**src/rtl/spi_xfer_ctrl.sv**
```systemverilog
// -----------------------------------------------------------------------------
// spi_xfer_ctrl
//
// Sequencing controller for one SPI master word transfer (1..32 bits).
// A one-cycle start pulse latches the transfer configuration. The controller
// then walks SETUP -> SHIFT -> HOLD -> DONE while it drives chip-select, SCLK
// and MOSI, captures MISO and reports completion.
//
// Every state slot (SETUP, each SCLK half-period in SHIFT, HOLD) lasts
// H = baud_div + 1 clk cycles. SCLK toggles on the last cycle of each SHIFT
// slot, and MISO is sampled on that same clk edge.
//
// Ports
//   clk        in   system clock, rising edge
//   reset      in   synchronous active-low reset
//   start      in   one-cycle transfer request
//   tx_data    in   [DATA_W] word to send, right-aligned
//   word_size  in   [5]  bits per word minus 1
//   baud_div   in   [DIV_W] SCLK half-period in clk cycles minus 1
//   cpol       in   SCLK idle level
//   cpha       in   0: sample on leading edge, 1: sample on trailing edge
//   cs_sel     in   [2]  slave index
//   cs_auto    in   1: CS framed by controller, 0: CS follows cs_force
//   cs_force   in   manual CS level (1 = asserted)
//   miso       in   serial data in
//   sclk       out  serial clock
//   mosi       out  serial data out
//   cs_n       out  [4]  active-low chip selects
//   rx_data    out  [DATA_W] received word, bits above word_size are 0
//   busy       out  high in SETUP, SHIFT and HOLD
//   done       out  one-cycle completion pulse
// -----------------------------------------------------------------------------
module spi_xfer_ctrl #(
    parameter int DATA_W = 32,
    parameter int DIV_W  = 8
) (
    input  logic              clk,
    input  logic              reset,
    input  logic              start,
    input  logic [DATA_W-1:0] tx_data,
    input  logic [4:0]        word_size,
    input  logic [DIV_W-1:0]  baud_div,
    input  logic              cpol,
    input  logic              cpha,
    input  logic [1:0]        cs_sel,
    input  logic              cs_auto,
    input  logic              cs_force,
    input  logic              miso,
    output logic              sclk,
    output logic              mosi,
    output logic [3:0]        cs_n,
    output logic [DATA_W-1:0] rx_data,
    output logic              busy,
    output logic              done
);

    typedef enum logic [2:0] {
        ST_IDLE  = 3'd0,
        ST_SETUP = 3'd1,
        ST_SHIFT = 3'd2,
        ST_HOLD  = 3'd3,
        ST_DONE  = 3'd4
    } state_t;

    localparam logic [DIV_W-1:0] CNT_ONE = {{(DIV_W-1){1'b0}}, 1'b1};

    // Drive value for the four chip-select lines: one slave low when active.
    function automatic logic [3:0] cs_decode(input logic [1:0] sel, input logic active);
        logic [3:0] onehot;
        onehot = 4'b0001 << sel;
        if (active) begin
            cs_decode = ~onehot;
        end else begin
            cs_decode = 4'hF;
        end
    endfunction

    // Registered state and latched configuration
    state_t            state_r;
    logic [DIV_W-1:0]  cnt_r;
    logic [5:0]        edge_r;
    logic [DATA_W-1:0] tx_sh_r;
    logic [DATA_W-1:0] rx_sh_r;
    logic [4:0]        ws_r;
    logic [DIV_W-1:0]  div_r;
    logic              cpol_r;
    logic              cpha_r;
    logic [1:0]        sel_r;
    logic              auto_r;

    // Combinational decode
    state_t            state_next_s;
    logic              accept_s;
    logic              slot_end_s;
    logic              sclk_edge_s;
    logic              leading_s;
    logic              last_edge_s;
    logic              sample_s;
    logic              present_s;
    logic [DIV_W-1:0]  cnt_next_s;
    logic [5:0]        edge_next_s;
    logic [1:0]        cfg_sel_s;
    logic              cfg_auto_s;
    logic [3:0]        cs_n_next_s;
    logic [DATA_W-1:0] tx_shifted_s;
    logic [DATA_W-1:0] rx_mask_s;

    // Slot timing and edge classification derived from the latched configuration.
    always_comb begin
        slot_end_s   = (cnt_r == div_r);
        sclk_edge_s  = (state_r == ST_SHIFT) && slot_end_s;
        // edge_r counts completed edges, so an even count means the next edge is odd (leading)
        leading_s    = ~edge_r[0];
        last_edge_s  = (edge_r == {ws_r, 1'b1});
        tx_shifted_s = tx_sh_r << 1;
        rx_mask_s    = ~({DATA_W{1'b1}} << ({1'b0, ws_r} + 6'd1));
        if (cpha_r) begin
            sample_s  = sclk_edge_s && ~leading_s;
            present_s = sclk_edge_s && leading_s;
        end else begin
            sample_s  = sclk_edge_s && leading_s;
            // the final trailing edge has no further bit to present
            present_s = sclk_edge_s && ~leading_s && ~last_edge_s;
        end
    end

    // Next-state logic; start is honoured only in IDLE and in the DONE cycle.
    always_comb begin
        state_next_s = state_r;
        accept_s     = 1'b0;
        case (state_r)
            ST_IDLE: begin
                if (start) begin
                    state_next_s = ST_SETUP;
                    accept_s     = 1'b1;
                end else begin
                    state_next_s = ST_IDLE;
                end
            end
            ST_SETUP: begin
                if (slot_end_s) begin
                    state_next_s = ST_SHIFT;
                end else begin
                    state_next_s = ST_SETUP;
                end
            end
            ST_SHIFT: begin
                if (slot_end_s && last_edge_s) begin
                    state_next_s = ST_HOLD;
                end else begin
                    state_next_s = ST_SHIFT;
                end
            end
            ST_HOLD: begin
                if (slot_end_s) begin
                    state_next_s = ST_DONE;
                end else begin
                    state_next_s = ST_HOLD;
                end
            end
            ST_DONE: begin
                if (start) begin
                    state_next_s = ST_SETUP;
                    accept_s     = 1'b1;
                end else begin
                    state_next_s = ST_IDLE;
                end
            end
            default: begin
                state_next_s = ST_IDLE;
            end
        endcase
    end

    // Slot cycle counter and SCLK edge counter updates.
    always_comb begin
        cnt_next_s  = '0;
        edge_next_s = edge_r;
        if (((state_r == ST_SETUP) || (state_r == ST_SHIFT) || (state_r == ST_HOLD)) && !slot_end_s) begin
            cnt_next_s = cnt_r + CNT_ONE;
        end else begin
            cnt_next_s = '0;
        end
        if (accept_s) begin
            edge_next_s = 6'd0;
        end else if (sclk_edge_s) begin
            edge_next_s = edge_r + 6'd1;
        end else begin
            edge_next_s = edge_r;
        end
    end

    // Chip-select value for the coming cycle. A freshly accepted start uses the
    // live configuration; otherwise the latched one governs the transfer and
    // IDLE follows the live manual controls.
    always_comb begin
        cs_n_next_s = 4'hF;
        if (accept_s) begin
            cfg_sel_s  = cs_sel;
            cfg_auto_s = cs_auto;
        end else begin
            cfg_sel_s  = sel_r;
            cfg_auto_s = auto_r;
        end
        case (state_next_s)
            ST_SETUP, ST_SHIFT, ST_HOLD: begin
                if (cfg_auto_s) begin
                    cs_n_next_s = cs_decode(cfg_sel_s, 1'b1);
                end else begin
                    cs_n_next_s = cs_decode(cfg_sel_s, cs_force);
                end
            end
            ST_DONE: begin
                if (cfg_auto_s) begin
                    cs_n_next_s = 4'hF;
                end else begin
                    cs_n_next_s = cs_decode(cfg_sel_s, cs_force);
                end
            end
            ST_IDLE: begin
                if (cs_auto) begin
                    cs_n_next_s = 4'hF;
                end else begin
                    cs_n_next_s = cs_decode(cs_sel, cs_force);
                end
            end
            default: begin
                cs_n_next_s = 4'hF;
            end
        endcase
    end

    // State register, counters and status outputs.
    always_ff @(posedge clk) begin
        if (!reset) begin
            state_r <= ST_IDLE;
            cnt_r   <= '0;
            edge_r  <= 6'd0;
            busy    <= 1'b0;
            done    <= 1'b0;
            cs_n    <= 4'hF;
        end else begin
            state_r <= state_next_s;
            cnt_r   <= cnt_next_s;
            edge_r  <= edge_next_s;
            busy    <= (state_next_s == ST_SETUP) || (state_next_s == ST_SHIFT) ||
                       (state_next_s == ST_HOLD);
            done    <= (state_next_s == ST_DONE);
            cs_n    <= cs_n_next_s;
        end
    end

    // Configuration latch, captured only when a start is accepted.
    always_ff @(posedge clk) begin
        if (!reset) begin
            ws_r   <= 5'd0;
            div_r  <= '0;
            cpol_r <= 1'b0;
            cpha_r <= 1'b0;
            sel_r  <= 2'd0;
            auto_r <= 1'b0;
        end else if (accept_s) begin
            ws_r   <= word_size;
            div_r  <= baud_div;
            cpol_r <= cpol;
            cpha_r <= cpha;
            sel_r  <= cs_sel;
            auto_r <= cs_auto;
        end
    end

    // Transmit shift register and MOSI. The MSB of the word sits at bit ws_r;
    // each presented bit shifts the register left so the next one moves there.
    always_ff @(posedge clk) begin
        if (!reset) begin
            tx_sh_r <= '0;
            mosi    <= 1'b0;
        end else if (accept_s) begin
            tx_sh_r <= tx_data;
            // cpha=0 needs the first bit on the wire before the first leading edge
            if (!cpha) begin
                mosi <= tx_data[word_size];
            end
        end else if (present_s) begin
            tx_sh_r <= tx_shifted_s;
            if (cpha_r) begin
                mosi <= tx_sh_r[ws_r];
            end else begin
                mosi <= tx_shifted_s[ws_r];
            end
        end
    end

    // Receive shift register and the masked result published on entry to DONE.
    always_ff @(posedge clk) begin
        if (!reset) begin
            rx_sh_r <= '0;
            rx_data <= '0;
        end else begin
            if (accept_s) begin
                rx_sh_r <= '0;
            end else if (sample_s) begin
                rx_sh_r <= {rx_sh_r[DATA_W-2:0], miso};
            end
            if (state_next_s == ST_DONE) begin
                rx_data <= rx_sh_r & rx_mask_s;
            end
        end
    end

    // SCLK: tracks cpol while idle, toggles on SHIFT slot ends, parks at the
    // latched cpol elsewhere.
    always_ff @(posedge clk) begin
        if (!reset) begin
            sclk <= 1'b0;
        end else if (accept_s || (state_r == ST_IDLE)) begin
            sclk <= cpol;
        end else if (state_r == ST_SHIFT) begin
            if (sclk_edge_s) begin
                sclk <= ~sclk;
            end
        end else begin
            sclk <= cpol_r;
        end
    end

endmodule

```
**config.mk**
```make
export PLATFORM = sky130hd
export DESIGN_NAME = spi_xfer_ctrl
export DESIGN_NICKNAME = d
export VERILOG_FILES = /design/src/rtl/spi_xfer_ctrl.sv
export SDC_FILE = /design/constraint.sdc
export NUM_CORES = 1
export LEC_CHECK = 0
export CAP_MARGIN = 20
export CELL_PAD_IN_SITES_DETAIL_PLACEMENT = 0
export CELL_PAD_IN_SITES_GLOBAL_PLACEMENT = 1
export CORE_UTILIZATION = 39
export CTS_BUF_LIST = sky130_fd_sc_hd__clkbuf_2 sky130_fd_sc_hd__clkbuf_4 sky130_fd_sc_hd__clkbuf_8
export DETAILED_ROUTE_END_ITERATION = 7
export PLACE_DENSITY = 0.91
export SLEW_MARGIN = 0
export SYNTH_ARGS = -nofsm -noshare
export SYNTH_HDL_FRONTEND = slang
export SYNTH_SLANG_ARGS = --single-unit
```
**constraint.sdc**
```tcl
create_clock -name clk -period 2.1 [get_ports clk]
set_input_delay 0.525 -clock clk [delete_from_list [all_inputs] [get_ports clk]]
set_output_delay 0.525 -clock clk [all_outputs]
set_load 0.02 [all_outputs]
```
### Yosys cells after proc, flatten, opt, wreduce, memory -nomap -nowiden

Cells that the tools add are included.

* bits in registers: 139
* input port bits: 55
* output and inout port bits: 40
* word-level logic and storage cells: 97

* add/subtract/negate cells: 3
* $lt $le $gt $ge: 2
* eq/ne operators: 12
* shift operators: 3
* mux-type cells: 32
* bitwise operators: 8
* reductions and logical operators: 20

Operators by type and width (number)
* 2-to-1 mux 32 bit: 2
* AND 32 bit: 1
* inverter 32 bit: 1
* << shifter 32 x 6 -> 32 bit (first input constant): 1
* 2-to-1 mux 4 bit: 5
* 2-to-1 mux 1 bit: 17
* binary-select mux 1 bit (select 5 bit): 3
* equality test 3 x 2 -> 1 bit (second input constant): 4
* less-than comparator 5 x 6 -> 1 bit (second input constant): 2
* one-hot mux 3 bit (4 select lines): 1
* one-hot mux 4 bit (3 select lines): 1
* adder 8 x 1 -> 8 bit (second input constant): 1
* equality test 8 bit: 1
* inverter 4 bit: 2
* << shifter 1 x 2 -> 4 bit (first input constant): 2
* adder 5 x 1 -> 6 bit (second input constant): 1
* adder 6 x 1 -> 6 bit (second input constant): 1
* equality test 3 x 1 -> 1 bit (second input constant): 2
* equality test 3 bit (second input constant): 2
* equality test 6 bit: 1
* logical AND 1 bit: 6
* zero test 3 bit: 2
* logical OR 1 bit: 5
* 2-to-1 mux 2 bit: 2
* other kinds (9): 14

### Logic depth before layout (Yosys ltp)

Gate-level depths: netlist (run 1).

* depth after elaboration: 9
* gate-level depth with buffers: 9
* depth with buffers taken out: 8

### Worst setup path before layout (run 1)

No wires, ideal clock.

* path kind: input port to flip-flop
* from: input word_size[1]
* to: register mosi
* library setup time: 0.126 ns
* data arrival time: 1.968 ns
* data required time: 1.974 ns
* slack: 0.006 ns
* stages: 5
* path buffers: 1
* cells stage by stage: buf_2 > mux4_2 > mux4_2 > o2111ai_1 > a31oi_1

* cells in the longest elaborated chain, start to end: 4

RTL lines
* start: declaration: RTL line 41 `input logic [4:0] word_size,`
* binary-select mux 1 bit (select 5 bit): RTL line 282 `mosi <= tx_data[word_size];`
* 2-to-1 mux 1 bit (implied by the code): RTL line 282
* 2-to-1 mux 1 bit: RTL line 281 `if (!cpha) begin`
* 2-to-1 mux 1 bit: RTL line 278 `end else if (accept_s) begin`
* end signal: assignment: RTL line 282
* end signal: assignment: RTL line 287 `mosi <= tx_sh_r[ws_r];`
* end signal: assignment: RTL line 289 `mosi <= tx_shifted_s[ws_r];`
* end: declaration: RTL line 50 `output logic mosi,`

Every way passes these cells. The select of a mux whose other input is x is not followed.
A chain may end at the register's enable or synchronous reset.

### Final worst setup path (run 1)

* from: register ws_r[0]
* to: register mosi

* cells in the longest elaborated chain, start to end: 6
* elaborated cells on any way between the ends: 13
* classes of those cells: eq/ne: 1; mux: 8; bitwise: 1; reduce/logical: 3

RTL lines
* start: declaration: RTL line 84 `logic [4:0] ws_r;`
* start signal: assignment: RTL line 263 `ws_r <= word_size;`
* parallel branches: the longest is 6 deep, another holds binary-select mux 1 bit (select 5 bit)

Parallel ways; which one is timed is not known. The select of a mux whose other input is x is not followed.

==> out/summary.txt, run 1 <==
DR DRC count -> 0
DRT Wirelength -> 17.66 mm
Synth Register Bits -> 139
register area share after synthesis -> 40.38%
GRT Overall Usage -> 20.26%
setup ws final -> 0.03509 ns
drt pass-1 iters -> 5
Hold Path Class -> reg2reg
clk buf depth -> 2
Startpoint Class -> flop
Initial Util -> 39.84%
Antenna Nets Post-Route -> 0
f_max -> 0.4843 GHz
Mean Syn Cell Area -> 8.870 um^2
# diodes -> 0
I/O Buffers -> 94
# fillers -> 1,619
Worst Tran Pin Value -> 0.4021 ns
Core ar. -> 17,300 um^2
Critical Path AT -> 2.41 ns
relative slew slack -> 72.82%
GP Congestion -> 0.8519
grt ovf -> 0
global-route wire length before repair -> 29.27 mm
peak supply drop -> 0.4283 mV
routed len/inst -> 15.33 um
Slew Viols, Final -> 0
worst skew pair latency -> 0.46 ns
initial antenna violation count -> 0
busiest grt layer -> met2
I/O pin cnt -> 95
hold_ws -> 0.4557 ns
Synth cell types -> 63
Place WS -> -0.4299 ns
status -> complete, no violations
Reg area -> 2789 um^2
Reg clk slew, reported paths -> 0.08 ns
P_sw -> 1855 uW
vias -> 6,210
Placed Cells -> 1,117
power per cell area -> 692.7 nW/um^2
Final Hold Fails -> 0
Synth area leader -> dfxtp_1
Post-synth EDFFs -> 0
drt initial violations -> 522
vias in the first global route -> 5,801
Syn Inst Count -> 777
kind of critical path -> reg2reg
Clock Tree Root -> clkbuf_8
syn_nets -> 838
CTS tree -> done
# Max-Cap Violations -> 0
Seq pwr share -> 46.3%
clock skew -> 0.01053 ns
CTS Sinks -> 139
Synth top area share -> 40.38%
Final #Nets -> 975
chip height -> 134.9 um
RSZ-0062 raised after global routing -> true
clock buffer count from CTS -> 17
multi-input gate area in the final layout -> 3804 um^2
leakage power -> 0.003116 uW
H-tree depth -> 4
Rows -> 48
switching share of power -> 29.91%
YS warnings -> 0
largest net degree at the start of global routing -> 40
post-DP HPWL -> 12.72 mm
critical path data required time -> 2.44 ns
CP endpoint kind -> flop
global routing usage on met1 -> 26.52%
power share of the clock group -> 33.4%
combinational power share -> 20.3%
Final setup viols -> 0
Core Util, Final -> 51.78%
die area -> 18,210 um^2
layout cells sized above 1 -> 21.25%
Int Power -> 4348 uW
die width -> 134.9 um
Tcrit/Tclk final -> 98.33%
Post-Syn Area -> 6892 um^2
met3 Resource Use GR -> 4.129%
Synth area leaders -> dfxtp_1 (40%), nand2_1 (10%), mux4_2 (6.9%), a22oi_2 (5.3%), a21oi_1 (4.9%)
Post-synth top flop -> dfxtp_1
synthesis-to-layout area growth -> 29.96%
post-route minimum period -> 2.065 ns
Critical Path Fanout Max -> 8
routing usage on met2 -> 32.96%
ys async rst share -> 0%
Via density -> 5.391
non-filler cells, final -> 1,152
-- sequential cells by signal, summed over array words and instances (netlist names), 2 cells and up --
name	flops
state_r	3
edge_r	6
cs_n	4
sel_r	2
div_r	8
rx_sh_r	32
rx_data	32
ws_r	5
tx_sh_r	32
cnt_r	8
-- metrics by stage --
stage          TNS [ns]  area (um^2)  power, uW
5_1_grt        -0.01370         8956       6480
4_1_cts               0         8899       6243
2_1_floorplan         0         6892       3640
3_3_place_gp    -0.7796         8509       4149
3_5_place_dp     -2.254         8509       4165
6_report              0         8956       6204
-- area by class of cell --
| cell class | count | area share [%] |
|---|---|---|
| flip-flops and latches | 139 | 31.14 |
| inverters | 11 | 0.4610 |
| repair buffers | 177 | 18.62 |
| well taps | 225 | 3.143 |
| clock inverters | 12 | 1.299 |
| multi-input cells | 568 | 42.47 |
| clock buffers | 20 | 2.864 |
-- power by group through the flow --
stage,combinational [uW],clock (uW),sequential [uW]
after floorplan,741,0,2900
after CTS,1250,2130,2870
after detailed placement,1240,0,2930
after global routing,1370,2230,2890
after global placement,1220,0,2930
final,1260,2070,2870
-- what timing repair did --
item                       4_1_cts  5_1_grt
pin swaps                        0        0
resized for setup                5       14
gates cloned                     0        0
hold buffers                     0        0
setup endpoints to repair        5       13
buffers inserted                 0        3
-- cells in the mapped netlist, types with 11 or more instances --
| cell | instances |
|---|---|
| o21ai_0 | 16 |
| nor2_1 | 25 |
| xor2_1 | 16 |
| nand3_1 | 28 |
| mux4_2 | 21 |
| a22oi_2 | 29 |
| mux2i_1 | 11 |
| nand2_1 | 189 |
| a21boi_1 | 12 |
| clkbuf_1 | 30 |
| dfxtp_1 | 139 |
| a21boi_0 | 31 |
| buf_2 | 16 |
| a21oi_1 | 67 |
-- worst max-delay path: stages (launching register included) --
cell,delay [ns]
dfxtp_4,0.37
buf_12,0.13
mux4_2,0.50
mux2_4,0.28
a311o_1,0.36
o221ai_2,0.20
a31oi_1,0.11
-- worst paths after layout --
path	start	to	slack [ns]	depth (start not counted)
max reg2reg	ws_r[0]	mosi	0.04	6
min	rx_data[0]	rx_data[0]	0.46	2
max	ws_r[0]	mosi	0.04	6
min reg2reg	rx_data[0]	rx_data[0]	0.46	2
-- per-layer routing --
metal  wire, um  vias to the layer above
li1           -                     3023
met1       8017                     2970
met2       8469                      198
met3        897                       19
met4        279                        0
met5          0                        -
-- placed cells by master (no fill, tap or decap), types with 17 or more instances in the layout --
master           count
a21oi_1             66
nand3_1             28
a22oi_2             29
a21boi_0            29
dfxtp_1            136
clkdlybuf4s50_1     94
nand2_1            189
clkbuf_8            17
nor2_1              24
mux4_2              21
buf_4               74
-- kinds of logic (layout without fill, tap and decap cells) --
family,after synthesis,count (layout),synth area share (%)
adder cells (fa/ha/maj),6,6,1.089
multiplexers,34,34,8.787
flip-flops,139,139,40.38
AO/OA/AOI/OAI,199,199,21.15
buffers and inverters,70,220,5.193
XOR/XNOR,27,27,3.540
AND/OR/NAND/NOR,302,302,19.86
(Power assumes the default switching activity.)
==> inputs of run 2 (changes only) <==
--- a/config.mk
+++ b/config.mk
@@ -11,6 +11,7 @@
 export CORE_UTILIZATION = 39
 export CTS_BUF_LIST = sky130_fd_sc_hd__clkbuf_2 sky130_fd_sc_hd__clkbuf_4 sky130_fd_sc_hd__clkbuf_8
 export DETAILED_ROUTE_END_ITERATION = 7
+export HOLD_SLACK_MARGIN = 0.12
 export PLACE_DENSITY = 0.91
 export SLEW_MARGIN = 0
 export SYNTH_ARGS = -nofsm -noshare
==> results of run 2 <==
Same layout as run 1: the final DEF is identical, and so are final timing and power.
